**config.mk**
```make
export PLATFORM = sky130hd
export DESIGN_NAME = spi_master_n
export DESIGN_NICKNAME = d
export VERILOG_FILES = /design/src/rtl/spi_pkg.sv /design/src/rtl/spi_half_tick.sv /design/src/rtl/spi_master_n.sv
export SDC_FILE = /design/constraint.sdc
export NUM_CORES = 1
export LEC_CHECK = 0
export CAP_MARGIN = 10
export CORE_ASPECT_RATIO = 0.6
export CORE_MARGIN = 3
export CORE_UTILIZATION = 45
export CTS_CLUSTER_SIZE = 30
export DETAILED_ROUTE_END_ITERATION = 12
export PLACE_DENSITY = 0.69
export SLEW_MARGIN = 25
export SYNTH_ARGS = -nofsm -noshare
export SYNTH_HDL_FRONTEND = slang
export SYNTH_HIERARCHICAL = 1
export SYNTH_SLANG_ARGS = --single-unit
```
**constraint.sdc**
```tcl
create_clock -name clk -period 4 [get_ports clk]
set_input_delay 0.6 -clock clk [delete_from_list [all_inputs] [get_ports clk]]
set_output_delay 0.6 -clock clk [all_outputs]
set_load 0.05 [all_outputs]
```
**src/rtl/spi_pkg.sv**
```systemverilog
// rtl/spi_pkg.sv - shared types and constants for the spi_master_n SPI master
package spi_pkg;

  // Frame sequencing states
  typedef enum logic [1:0] {
    ST_IDLE  = 2'd0,
    ST_LEAD  = 2'd1,
    ST_XFER  = 2'd2,
    ST_TRAIL = 2'd3
  } state_e;

  // SPI modes as {cpol, cpha}
  localparam logic [1:0] MODE0 = 2'b00;
  localparam logic [1:0] MODE1 = 2'b01;
  localparam logic [1:0] MODE2 = 2'b10;
  localparam logic [1:0] MODE3 = 2'b11;

  localparam int MAX_BYTES_DEF = 4;

  // Smallest SCK period in clk cycles; smaller requests are raised to this
  localparam logic [7:0] CLK_DIV_MIN = 8'd4;

endpackage

```
**src/rtl/spi_half_tick.sv**
```systemverilog
// rtl/spi_half_tick.sv - reloadable down-counter emitting a tick every half SCK period
module spi_half_tick (
  input  logic       clk,
  input  logic       rst,
  input  logic       load,
  input  logic       en,
  input  logic [7:0] half,
  output logic       tick
);

  logic [7:0] half_q, half_d;
  logic [7:0] cnt_q, cnt_d;

  assign tick = en && (cnt_q == 8'd0);

  // Load latches the period; while enabled the counter wraps on every tick
  always_comb begin
    half_d = half_q;
    cnt_d  = cnt_q;
    if (load) begin
      half_d = half;
      cnt_d  = half - 8'd1;
    end else if (en) begin
      cnt_d = (cnt_q == 8'd0) ? (half_q - 8'd1) : (cnt_q - 8'd1);
    end
  end

  // Counter state registers
  always_ff @(posedge clk or posedge rst) begin
    if (rst) begin
      half_q <= 8'd2;
      cnt_q  <= 8'd0;
    end else begin
      half_q <= half_d;
      cnt_q  <= cnt_d;
    end
  end

endmodule

```
**src/rtl/spi_master_n.sv**
```systemverilog
// rtl/spi_master_n.sv - 1..MAX_BYTES byte SPI master, all modes, selectable bit order
module spi_master_n
  import spi_pkg::*;
#(
  parameter int MAX_BYTES = spi_pkg::MAX_BYTES_DEF,
  parameter int LW        = (MAX_BYTES > 1) ? $clog2(MAX_BYTES) : 1
) (
  input  logic                   clk,
  input  logic                   rst,
  input  logic [7:0]             clk_div,
  input  logic                   cpol,
  input  logic                   cpha,
  input  logic                   lsb_first,
  input  logic [LW-1:0]          len,
  input  logic                   start,
  input  logic [8*MAX_BYTES-1:0] wrdata,
  output logic [8*MAX_BYTES-1:0] rddata,
  output logic                   done,
  output logic                   ready,
  output logic                   sck,
  output logic                   sdo,
  input  logic                   sdi,
  output logic                   ss
);

  localparam int W  = 8 * MAX_BYTES;
  localparam int NW = $clog2(W + 1);
  localparam int BW = (W > 1) ? $clog2(W) : 1;

  state_e        state_q, state_d;
  logic          cpol_q, cpol_d;
  logic          cpha_q, cpha_d;
  logic          lsb_q, lsb_d;
  logic [NW-1:0] n_q, n_d;
  logic [W-1:0]  tx_q, tx_d;
  logic [W-1:0]  rx_q, rx_d;
  logic [BW-1:0] bit_cnt_q, bit_cnt_d;
  logic          phase_q, phase_d;
  logic          fin_q, fin_d;
  logic          sck_q, sck_d;
  logic          sdo_q, sdo_d;
  logic          ss_q, ss_d;
  logic          done_q, done_d;
  logic          ready_q, ready_d;

  logic          tick, tick_load, tick_en, edge_go, last;
  logic [LW-1:0] len_c;
  logic [7:0]    div_c, half_new;
  logic [BW-1:0] top_idx, top_idx_new;
  logic [W-1:0]  mask_new, tx_next, rx_sample;

  // Bit that is on the wire next for the given bit order
  function automatic logic cur_bit(input logic [W-1:0] v, input logic lsb,
                                   input logic [BW-1:0] ti);
    return lsb ? v[0] : v[ti];
  endfunction

  // Advance the transmit register by one bit in the given order
  function automatic logic [W-1:0] shift_tx(input logic [W-1:0] v, input logic lsb);
    return lsb ? (v >> 1) : (v << 1);
  endfunction

  spi_half_tick u_tick (
    .clk  (clk),
    .rst  (rst),
    .load (tick_load),
    .en   (tick_en),
    .half (half_new),
    .tick (tick)
  );

  assign rddata = rx_q;
  assign done   = done_q;
  assign ready  = ready_q;
  assign sck    = sck_q;
  assign sdo    = sdo_q;
  assign ss     = ss_q;

  // Frame parameters derived from the live inputs, used only at start
  always_comb begin
    len_c       = (len > LW'(MAX_BYTES - 1)) ? LW'(MAX_BYTES - 1) : len;
    n_d         = NW'({len_c, 3'b000}) + NW'(8);
    top_idx_new = BW'(n_d - NW'(1));
    mask_new    = (W'(1) << n_d) - W'(1);
    div_c       = (clk_div < CLK_DIV_MIN) ? CLK_DIV_MIN : clk_div;
    half_new    = div_c >> 1;
  end

  // Next-state logic: sequencing, SCK edges, shifting and sampling
  always_comb begin
    state_d   = state_q;
    cpol_d    = cpol_q;
    cpha_d    = cpha_q;
    lsb_d     = lsb_q;
    tx_d      = tx_q;
    rx_d      = rx_q;
    bit_cnt_d = bit_cnt_q;
    phase_d   = phase_q;
    fin_d     = fin_q;
    sck_d     = sck_q;
    sdo_d     = sdo_q;
    ss_d      = ss_q;
    done_d    = 1'b0;
    ready_d   = ready_q;
    tick_load = 1'b0;
    edge_go   = 1'b0;
    tick_en   = (state_q != ST_IDLE);
    top_idx   = BW'(n_q - NW'(1));
    last      = (bit_cnt_q == top_idx);
    tx_next   = shift_tx(tx_q, lsb_q);
    rx_sample = lsb_q ? ((rx_q >> 1) | (W'(sdi) << top_idx))
                      : {rx_q[W-2:0], sdi};

    case (state_q)
      ST_IDLE: begin
        cpol_d  = cpol;
        sck_d   = cpol;
        ss_d    = 1'b1;
        sdo_d   = 1'b0;
        ready_d = 1'b1;
        if (start) begin
          cpha_d    = cpha;
          lsb_d     = lsb_first;
          tx_d      = wrdata & mask_new;
          rx_d      = '0;
          bit_cnt_d = '0;
          phase_d   = 1'b0;
          fin_d     = 1'b0;
          ss_d      = 1'b0;
          ready_d   = 1'b0;
          tick_load = 1'b1;
          sdo_d     = cpha ? 1'b0 : cur_bit(wrdata, lsb_first, top_idx_new);
          state_d   = ST_LEAD;
        end
      end
      ST_LEAD: begin
        if (tick) begin
          edge_go = 1'b1;
          state_d = ST_XFER;
        end
      end
      ST_XFER: begin
        if (tick) begin
          if (fin_q) state_d = ST_TRAIL;
          else       edge_go = 1'b1;
        end
      end
      ST_TRAIL: begin
        if (tick) begin
          state_d = ST_IDLE;
          ss_d    = 1'b1;
          done_d  = 1'b1;
          ready_d = 1'b1;
          sdo_d   = 1'b0;
          sck_d   = cpol_q;
        end
      end
      default: state_d = ST_IDLE;
    endcase

    if (edge_go) begin
      sck_d = ~sck_q;
      if (!phase_q) begin
        phase_d = 1'b1;
        if (!cpha_q) begin
          rx_d = rx_sample;
        end else begin
          sdo_d = cur_bit(tx_q, lsb_q, top_idx);
          tx_d  = tx_next;
        end
      end else begin
        phase_d = 1'b0;
        if (cpha_q) begin
          rx_d = rx_sample;
        end else if (!last) begin
          tx_d  = tx_next;
          sdo_d = cur_bit(tx_next, lsb_q, top_idx);
        end
        if (last) fin_d = 1'b1;
        else      bit_cnt_d = bit_cnt_q + BW'(1);
      end
    end
  end

  // State and registered outputs
  always_ff @(posedge clk or posedge rst) begin
    if (rst) begin
      state_q   <= ST_IDLE;
      cpol_q    <= 1'b0;
      cpha_q    <= 1'b0;
      lsb_q     <= 1'b0;
      n_q       <= NW'(8);
      tx_q      <= '0;
      rx_q      <= '0;
      bit_cnt_q <= '0;
      phase_q   <= 1'b0;
      fin_q     <= 1'b0;
      sck_q     <= 1'b0;
      sdo_q     <= 1'b0;
      ss_q      <= 1'b1;
      done_q    <= 1'b0;
      ready_q   <= 1'b1;
    end else begin
      state_q   <= state_d;
      cpol_q    <= cpol_d;
      cpha_q    <= cpha_d;
      lsb_q     <= lsb_d;
      n_q       <= (state_q == ST_IDLE && start) ? n_d : n_q;
      tx_q      <= tx_d;
      rx_q      <= rx_d;
      bit_cnt_q <= bit_cnt_d;
      phase_q   <= phase_d;
      fin_q     <= fin_d;
      sck_q     <= sck_d;
      sdo_q     <= sdo_d;
      ss_q      <= ss_d;
      done_q    <= done_d;
      ready_q   <= ready_d;
    end
  end

endmodule

```
* Word-level counts from Yosys, hierarchy flattened
Index checks and enable logic that the tools add are counted.
** Storage, ports and cells
- Bits in registers :: 100
- Input port bits :: 49
- Output and inout port bits :: 37
- Logic and storage cells :: 129
** Operators by class
- Add/sub/neg operators :: 8
- Magnitude comparators :: 4
- Equal/unequal tests :: 10
- Shift operators :: 2
- Muxes and demuxes :: 71
- Bitwise operators :: 3
- Reductions and logical operators :: 15
** Operator list (count)
- 2-to-1 mux 32 bit :: 15
- 2-to-1 mux 1 bit :: 33
- AND 32 bit :: 1
- 2-to-1 mux 8 bit :: 4
- OR 31 x 32 -> 32 bit :: 1
- left shift 1 x 5 -> 32 bit :: 1
- left shift 1 x 6 -> 32 bit (first input constant) :: 1
- subtractor 32 x 2 -> 32 bit (second input constant) :: 1
- 2-to-1 mux 5 bit :: 5
- subtractor 7 x 1 -> 8 bit (second input constant) :: 2
- binary-select mux 1 bit (select 5 bit) :: 3
- < comparator 5 x 6 -> 1 bit (second input constant) :: 2
- 2-to-1 mux 2 bit :: 6
- != test 2 bit (second input constant) :: 5
- nonzero test 2 bit :: 5
- subtractor 5 x 1 -> 5 bit (second input constant) :: 2
- logical NOT 8 bit :: 1
- < comparator 8 x 3 -> 1 bit (second input constant) :: 1
- one-hot mux 1 bit (2 select lines) :: 4
- one-hot mux 2 bit (4 select lines) :: 1
- AND reduction 2 bit :: 4
- subtractor 8 x 1 -> 8 bit (second input constant) :: 1
- adder 5 x 4 -> 6 bit (second input constant) :: 1
- adder 5 x 1 -> 5 bit (second input constant) :: 1
- other kinds (10) :: 12

* Depth between registers and ports, before layout
Gate-level depths: netlist (run 1).
- Word-level depth :: 14
- Gate-level depth with buffers :: 15
- Gate-level depth less buffers :: 11

* Modules after synthesis
Netlist (run 1), hierarchy kept.
** By module, submodules not included
- spi_master_n :: instances 1, cells an instance 456, area each 4536.9 um2, sequential area each 2054.5 um2
- spi_half_tick :: instances 1, cells an instance 108, area each 973.4 um2, sequential area each 401.6 um2

* Worst setup path after synthesis (run 1)
Ideal clock, no wire load.
- Path kind :: flip-flop to flip-flop
- From :: register state_q[0]
- To :: register u_tick.cnt_q[6]
- Library setup time :: 82 ps
- Arrival :: 3490 ps
- Required time :: 3918 ps
- Slack :: 428 ps
- Cell stages (with the launch flop) :: 16
- Path buffers :: 4
- Clock period less this slack :: 3572 ps
- Cell sequence :: dfrtp_1 > inv_1 > ha_1 > nand2_1 > inv_1 > buf_1 > clkbuf_1 > buf_2 > clkbuf_1 > nor2_1 > a21oi_1 > ha_1 > o21ai_0 > a211o_2 > or3_1 > a31oi_1
** Between the ends
- Cells in the longest elaborated chain, start to end :: 3
- Elaborated cells between the ends (all ways) :: 5
- Classes of those cells :: 2 x mux; 3 x reduce/logical
** Ends and longest elaborated chain
- start: declaration :: line spi_master_n.sv:30 : state_e state_q, state_d;
- start signal: assignment :: line spi_master_n.sv:204 : state_q <= state_d;
- logical NOT 2 bit (*) :: line spi_master_n.sv:114 : case (state_q)
- 2-to-1 mux 1 bit (*) :: line spi_master_n.sv:114
- named net tick_load :: line spi_master_n.sv:46 : logic tick, tick_load, tick_en, edge_go, last;
- 2-to-1 mux 8 bit / nonzero test 2 bit (equally long branches)
- end signal: assignment :: line spi_half_tick.sv:35 : cnt_q <= cnt_d;
- end: declaration :: line spi_half_tick.sv:12 : logic [7:0] cnt_q, cnt_d;
The timed path passes the listed nets; every way through them passes the cells marked *.
A chain may end at the register's enable or synchronous reset.

* Worst setup path in the final report (run 1)
- From :: register state_q[1]
- To :: register u_tick.cnt_q[6]
** Between the ends
- Cells in the longest elaborated chain, start to end :: 3
- Elaborated cells between the ends (all ways) :: 5
- Classes of those cells :: 2 x mux; 3 x reduce/logical
** Ends and longest elaborated chain (line)
- logical NOT 2 bit :: spi_master_n.sv:114
- 2-to-1 mux 1 bit :: spi_master_n.sv:114
- 2-to-1 mux 8 bit / nonzero test 2 bit (equally long branches)
Parallel ways exist; a longest one is shown, timed or not.

==> impl_results.md, run 1 <==
- Run status: finished clean
- Post-Syn Area: between 0.005 and 0.006 sq mm
- Synth warnings: 6
- Final instance area: slightly below 0.007 sq mm
- H-tree depth: 3
- Worst path arrival time: roughly 3400 ps
- Crit path max-delay family: compound AO/OA/AOI/OAI gates
- Leakage: 2.818 nW
- Row count: 30
- Starting DRT DRC Count: ~360
- Max FO, Critical Path: 25
- GRT overflow: 0
- Leading area contributor after synthesis: dfrtp_1
- Vias in the first global route: approximately 4300
- Slew @ Worst Pin: ~880 ps
- Post-layout minimum cycle time: approximately 3100 ps
- Setup Fix Bufs, Post-CTS: 0
- Post-synthesis simple-gate area fraction: between 10% and 20%
- Worst path max stage delay: ~400 ps
- Post-Synth XOR/XNOR Area: around 1.4%
- CTS resizes: 0
- Fillers: slightly below 1000
- Sequential power share: 40.8%
- Internal: between 2 and 3 mW
- Io pins: 86
- Clk root buf: clkbuf_16
- Cell Pwr Density: a little over 600 mW/mm^2
- Worst Skew: 7.164 ps
- Largest cells by area after synthesis: dfrtp_1 43%, mux2i_1 11%, o21ai_0 4.9%, a21oi_1 3.7%, nand3_1 3.5%
- Area growth, synth to finish: 22.62%
- DRC: 0
- Skew-Pair Late Insertion Delay: between 300 and 400 ps
- CP bufs+invs: 3
- Hold Vio Cnt, Final: 0
- Placed cells: between 700 and 800
- Final GP Congestion: approximately 0.93
- Antenna Cells: 0
- Die area: around 0.014 sq mm
- Routed length per instance: about 18 um
- Post-synth ARST share: 100.0%
- Synth Instances: between 500 and 600
- Setup CP Type: reg -> reg
- Data required time of the worst path: ~4300 ps
- Post-synth top area share: 43.14%
- Core ar.: between 0.01 and 0.015 sq mm
- Clock network power share: between 20 and 25%
- Main flop type after synthesis: dfrtp_1
- Final WL: 14.14 mm
- TritonCTS clock tree: yes
- ANT nets after route: 0
- Total power: approximately 4.1 mW
- Combinational share of power: between 30% and 40%
- Clk sink count: 98
- Distinct cells, synth: between 50 and 60
- Final #Nets: between 600 and 700
- Final Worst Setup Slack: 903.0 ps
- Vias per Instance: about 5.8
- Fin crit share: slightly below 80%
- NetSw: ~1.6 mW
- Share of layout cells above drive strength 1: 7.668%
- DR pass1 iterations: 7
- Worst hold path class: reg -> reg
- Via count: between 4000 and 5000
- Unrepaired setup endpoints after global routing: false
- IO Port Bufs: 84
- All-layer global routing usage: 20.71%
- Largest family of logic cells by synthesized area: compound AO/OA/AOI/OAI gates
- Crit path cell chain: inv_1 > ha_1 > nand2_2 > inv_1 > buf_4 > nor2_1 > a21oi_1 > ha_1 > o21ai_0 > a211o_2 > or3_1 > a31oi_1
- Setup TNS: 0 ps
- Synthesis-stage register bit count: slightly below 100
- DP Area: between 0.006 and 0.007 sq mm
- Worst slack at placement: between 600 and 700 ps
- Post-synthesis mux area share: 13.90%
- Reg area: 0.002460 sq mm
- Initial Utilization: 47.35%
- Die W: roughly 150 um
- Die H: ~92 um
- Synthesized area per cell: 9.770 sq um
- Multi-input logic area: 0.002768 sq mm
- Fmax: 0.3229 GHz
- Clk buf depth: 2
- Post-route insts no fill: between 700 and 800
- Post-synthesis sequential area ratio: ~45%
- Post-DP HPWL: roughly 10 mm
- EDFF count, synth: 0
- Pin count of the biggest net entering global routing: around 80
- Worst-path clk slew: approximately 60 ps
- Compound-Gate Fraction of Synth Area: between 10% and 20%
- Initial antenna violation count: 0
- Peak supply drop: 0.0002359 V
- Switching share of total power: between 30% and 40%
- Final setup fails: 0
- Number of max-cap violations: 0
- Crit path launch type: flip-flop
- Hold_buf cts: 0
- Syn Nets: roughly 620
- CTS buffer count: 9
- Slowest cell on crit path: dfrtp_1
- Worst setup EP type: flip-flop
- Max-slew violation count: 0
- Slew headroom: between 40% and 50%
- Synth Area in Adders: approximately 2.3%
- Global-route wire length before repair: between 20 and 25 mm
## cell usage in the layout (no fill, tap or decap), types with 8 or more instances in the layout
cell type,synthesis,layout
a31oi_1,9,9
a211oi_1,22,22
clkdlybuf4s50_1,0,84
buf_4,1,8
a221oi_1,8,8
mux2_2,8,8
and3_1,9,9
dfrtp_1,95,94
and2_1,8,8
inv_1,21,20
nor3b_1,9,9
o21ai_0,54,54
nand3_1,39,39
ha_1,10,10
nor2_1,19,19
mux2i_1,63,63
a21oi_1,41,41
clkbuf_16,0,9
nand2_1,27,26
## power groups by stage
| stage | sequential, mW | combinational [mW] | clock, mW |
|---|---|---|---|
| CTS | 1.67 | 1.49 | 0.958 |
| floorplan | 1.52 | 1.24 | 0 |
| finish | 1.68 | 1.50 | 0.940 |
| global route | 1.73 | 1.65 | 0.996 |
| global placement | 1.67 | 1.43 | 0 |
| detailed placement | 1.69 | 1.48 | 0 |
## worst register-to-register path, stage by stage (launching register included)
cell,delay [ps]
dfrtp_1,400
inv_1,130
ha_1,310
nand2_2,90
inv_1,200
buf_4,330
nor2_1,100
a21oi_1,130
ha_1,250
o21ai_0,170
a211o_2,360
or3_1,370
a31oi_1,170
## routing by layer
metal | wire length (um) | global-route usage [%] | part of all wire, % | vias to the layer above
li1 | - | - | - | 2188
met1 | 6989 | 31.81 | 49 | 2224
met2 | 6212 | 29.35 | 44 | 132
met3 | 835 | 5.333 | 5.9 | 12
met4 | 99 | 4.417 | 0.70 | 0
met5 | 0 | 0 | 0 | -
## synth_stat cells (all sizes together) (9+ instances only)
| master | number |
|---|---|
| o21ai | 54 |
| dfrtp | 95 |
| clkbuf | 28 |
| mux2i | 63 |
| inv | 21 |
| nand3 | 39 |
| a21oi | 41 |
| ha | 10 |
| nor2 | 20 |
| a211oi | 25 |
| and3 | 9 |
| a31oi | 9 |
| nand2 | 27 |
| buf | 18 |
| nor3b | 9 |
## flip-flops by register name, indices dropped and copies added (netlist names)
| name | cells |
|---|---|
| ready | 1 |
| lsb_q | 1 |
| n_q | 2 |
| u_tick/half_q | 8 |
| cpha_q | 1 |
| sdo | 1 |
| rddata | 32 |
| u_tick/cnt_q | 8 |
| sck | 1 |
| tx_q | 32 |
| phase_q | 1 |
| fin_q | 1 |
| done | 1 |
| state_q | 2 |
| bit_cnt_q | 5 |
| cpol_q | 1 |
## cells by family (layout without fill, tap and decap cells)
| group | Yosys count | after routing |
|---|---|---|
| AND/OR/NAND/NOR | 143 | 143 |
| other | 1 | 1 |
| XOR/XNOR | 8 | 8 |
| adder cells (fa/ha/maj) | 10 | 10 |
| flip-flops | 98 | 98 |
| multiplexers | 73 | 73 |
| buffers and inverters | 67 | 129 |
| AO/OA/AOI/OAI | 164 | 164 |
## metrics by stage
stage	utilization, %	hold WS (ps)
2_1_floorplan	-	449.4
3_3_place_gp	55.08	467.8
3_5_place_dp	55.08	483.3
4_1_cts	57.83	500.8
5_1_grt	58.06	534.2
6_report	58.06	496.0
## path summary, 6_finish.rpt
| path | start | to | slack [ps] | cells after the start |
|---|---|---|---|---|
| max | state_q[1]$_DFFE_PP0P_ | u_tick/cnt_q[6]$_DFFE_PP0P_ | 900 | 12 |
| min | u_tick/half_q[5]$_DFFE_PP0P_ | u_tick/half_q[5]$_DFFE_PP0P_ | 500 | 2 |
| max reg2reg | state_q[1]$_DFFE_PP0P_ | u_tick/cnt_q[6]$_DFFE_PP0P_ | 900 | 12 |
| min reg2reg | u_tick/half_q[5]$_DFFE_PP0P_ | u_tick/half_q[5]$_DFFE_PP0P_ | 500 | 2 |
| max in group asynchronous | rst | n_q[3]$_DFFE_PP1P_ | 2460 | 3 |
| min in group asynchronous | rst | tx_q[11]$_DFF_PP0_ | 700 | 2 |
## final cells by class
cell class              instances  share of cell area, %
inverters                      21                  1.185
clock inverters                 2                 0.8889
well taps                     160                  2.963
clock buffers                  13                  3.852
multi-input cells             399                  40.96
repair buffers                 93                  13.74
flip-flops and latches         98                  36.41
(Power assumes the default switching activity.)
==> run 2, diff against run 1 <==
==> constraint.sdc (replaced) <==
create_clock -name clk -period 3 [get_ports clk]
set_input_delay 0.45 -clock clk [delete_from_list [all_inputs] [get_ports clk]]
set_output_delay 0.45 -clock clk [all_outputs]
set_load 0.05 [all_outputs]
==> impl_results.md, run 2 (synthesized netlist as in run 1, its figures left out) <==
- Crit path launch type: input port (was flip-flop)
- Worst Skew: 7.924 ps (was 7.164 ps)
- R2R Path Start: state_q[1]$_DFFE_PP0P_ (unchanged)
- Vias in the first global route: 4315 (was 4326)
- Slew headroom: 41.61% (was 40.67%)
- Clk root buf: clkbuf_16 (unchanged)
- Final #Nets: 693 (was 681)
- Most frequent cells in the layout: 94 x dfrtp_1, 84 x clkdlybuf4s50_1, 63 x mux2i_1 (unchanged)
- Critical Path Start: clk_div[5] (was state_q[1]$_DFFE_PP0P_)
- H-tree depth: 3 (unchanged)
- Die H: 91.72 um (unchanged)
- Row count: 30 (unchanged)
- Fmax: between 0.3 and 0.4 GHz
- Leakage: 2.878 nW (was 2.818 nW)
- Data required time of the worst path: 3260 ps (was 4260 ps)
- Clk sink count: 98 (unchanged)
- DR pass1 iterations: 5 (was 7)
- Worst hold path class: reg -> reg (unchanged)
- Total power: 5.512 mW (was 4.122 mW)
- Setup CP Type: in -> reg (was reg -> reg)
- Worst hold start: sck$_DFFE_PP0P_ (was u_tick/half_q[5]$_DFFE_PP0P_)
- CTS buffer count: 9 (unchanged)
- Core ar.: 0.01164 sq mm (unchanged)
- Pin count of the biggest net entering global routing: 81 (unchanged)
- Worst setup EP type: flip-flop (unchanged)
- Run status: finished clean (unchanged)
- Cell Pwr Density: 802.0 mW/mm^2 (was 610.0 mW/mm^2)
- Share of layout cells above drive strength 1: 10.02% (was 7.668%)
- Routed length per instance: 17.91 um (was 17.98 um)
- Initial Utilization: 47.35% (unchanged)
- Peak supply drop: 0.0003516 V (was 0.0002359 V)
- Vias per Instance: 5.817 (was 5.796)
- Max-slew violation count: 0 (unchanged)
- Final WL: 14.31 mm (was 14.14 mm)
- DRC: 0 (unchanged)
- Smallest hold slack: 509.7 ps (was 496.0 ps)
- Io pins: 86 (unchanged)
- IO Port Bufs: 84 (unchanged)
- ANT nets after route: 0 (unchanged)
- Area growth, synth to finish: 24.73% (was 22.62%)
- Worst path arrival time: 2970 ps (was 3350 ps)
- Die area: 0.01365 sq mm (unchanged)
- Initial antenna violation count: 0 (unchanged)
- Antenna Cells: 0 (unchanged)
- Hold Vio Cnt, Final: 0 (unchanged)
- Post-DP HPWL: 10.02 mm (was 9.850 mm)
- TritonCTS clock tree: yes (unchanged)
- Via count: 4648 (was 4556)
- Skew-Pair Late Insertion Delay: 340 ps (about the same)
- Max FO, Critical Path: 2 (was 25)
- Setup Fix Bufs, Post-CTS: 0 (unchanged)
- GRT overflow: 0 (unchanged)
- Fillers: 955 (was 982)
- Number of max-cap violations: 0 (unchanged)
- Fin crit share: about nine tenths
- Global-route wire length before repair: 22.93 mm (was 22.87 mm)
- Commonest non-fill, non-tap cell in the layout: dfrtp_1 (unchanged)
- Clk buf depth: 2 (unchanged)
- Worst-path clk slew: 70 ps (was 60 ps)
- Final GP Congestion: 0.9474 (was 0.9303)
- Starting DRT DRC Count: 373 (was 357)
- Unrepaired setup endpoints after global routing: false (unchanged)
- All-layer global routing usage: 20.79% (was 20.71%)
- Final setup fails: 0 (unchanged)
- Slew @ Worst Pin: 875.8 ps (was 883.1 ps)
- Post-layout minimum cycle time: between 2000 and 3000 ps
- Die W: 148.9 um (unchanged)
[run 2: cell count changes in the layout (fill, tap and decap cells not counted)]
| cell | previous run | this run |
|---|---|---|
| ha_2 | 0 | 1 |
| ha_1 | 10 | 9 |
| a2111oi_1 | 0 | 1 |
| clkinv_4 | 0 | 1 |
| a2111oi_0 | 4 | 3 |
| buf_16 | 1 | 0 |
| clkinv_2 | 1 | 2 |
| buf_12 | 0 | 4 |
| buf_4 | 8 | 17 |
| clkinvlp_4 | 0 | 1 |
| inv_6 | 0 | 1 |
| bufinv_16 | 2 | 1 |
| clkbuf_1 | 2 | 0 |
[run 2: worst max-delay path: stages]
cell	delay, ps
clkdlybuf4s50_1	440
nor4_1	260
nand2_1	100
and2_1	190
nor4b_1	390
o21ai_0	170
a211o_1	330
or4_1	480
a31oi_1	180
[run 2: power by group]
part	internal (mW)	switching [mW]
registers	1.71	0.457
logic	0.979	1.17
clock network	0.695	0.501
[run 2: path summary, 6_finish.rpt]
| kind | end | slack (ps) | cells past startpoint |
|---|---|---|---|
| worst max-delay path | u_tick/cnt_q[7]$_DFFE_PP0P_ | 300 | 9 |
| worst min-delay path | sck$_DFFE_PP0P_ | 510 | 1 |
| worst max register to register | u_tick/cnt_q[7]$_DFFE_PP0P_ | 310 | 10 |
| worst min register to register | sck$_DFFE_PP0P_ | 510 | 1 |
| max in group asynchronous | ready$_DFFE_PP1P_ | 1760 | 3 |
| min in group asynchronous | tx_q[10]$_DFF_PP0_ | 570 | 2 |
[run 2: cell type report]
cell class,count,area [sq um],area share (%)
clock inverter,5,60.06,0.8738
timing repair buffer,105,1049,15.26
tap,160,200.2,2.913
multi-input combinational,399,2771,40.32
sequential,98,2460,35.79
inverter,21,80.08,1.165
clock buffer,11,252.7,3.677
[run 2: metal layers]
metal | global-route usage [%] | wire [um]
met1 | 32.23 | 7199
met2 | 29.92 | 6154
met3 | 4.543 | 873
met4 | 4.113 | 80
met5 | 0 | 0
[run 2: repair_timing]
| action | in CTS | in global routing |
|---|---|---|
| endpoints found under the setup margin | 0 | 1 |
| endpoints found under the hold margin | 0 | 0 |
| hold buffers | 0 | 0 |
| resized for setup | 0 | 1 |
[run 2: per-stage QoR]
stage / TNS (ps) / util, % / worst slack (ps) / std cells / cell area, sq um
floorplan: 0 / - / 6.214 / 564 / 5529
CTS: 0 / 59.05 / 307.4 / 799 / 6872
finish: 0 / 59.06 / 297.6 / 799 / 6873
global route: 0 / 59.06 / 58.74 / 799 / 6873
detailed placement: -13.22 / 56.37 / -13.22 / 783 / 6559
global placement: 0 / 56.37 / 14.93 / 783 / 6559
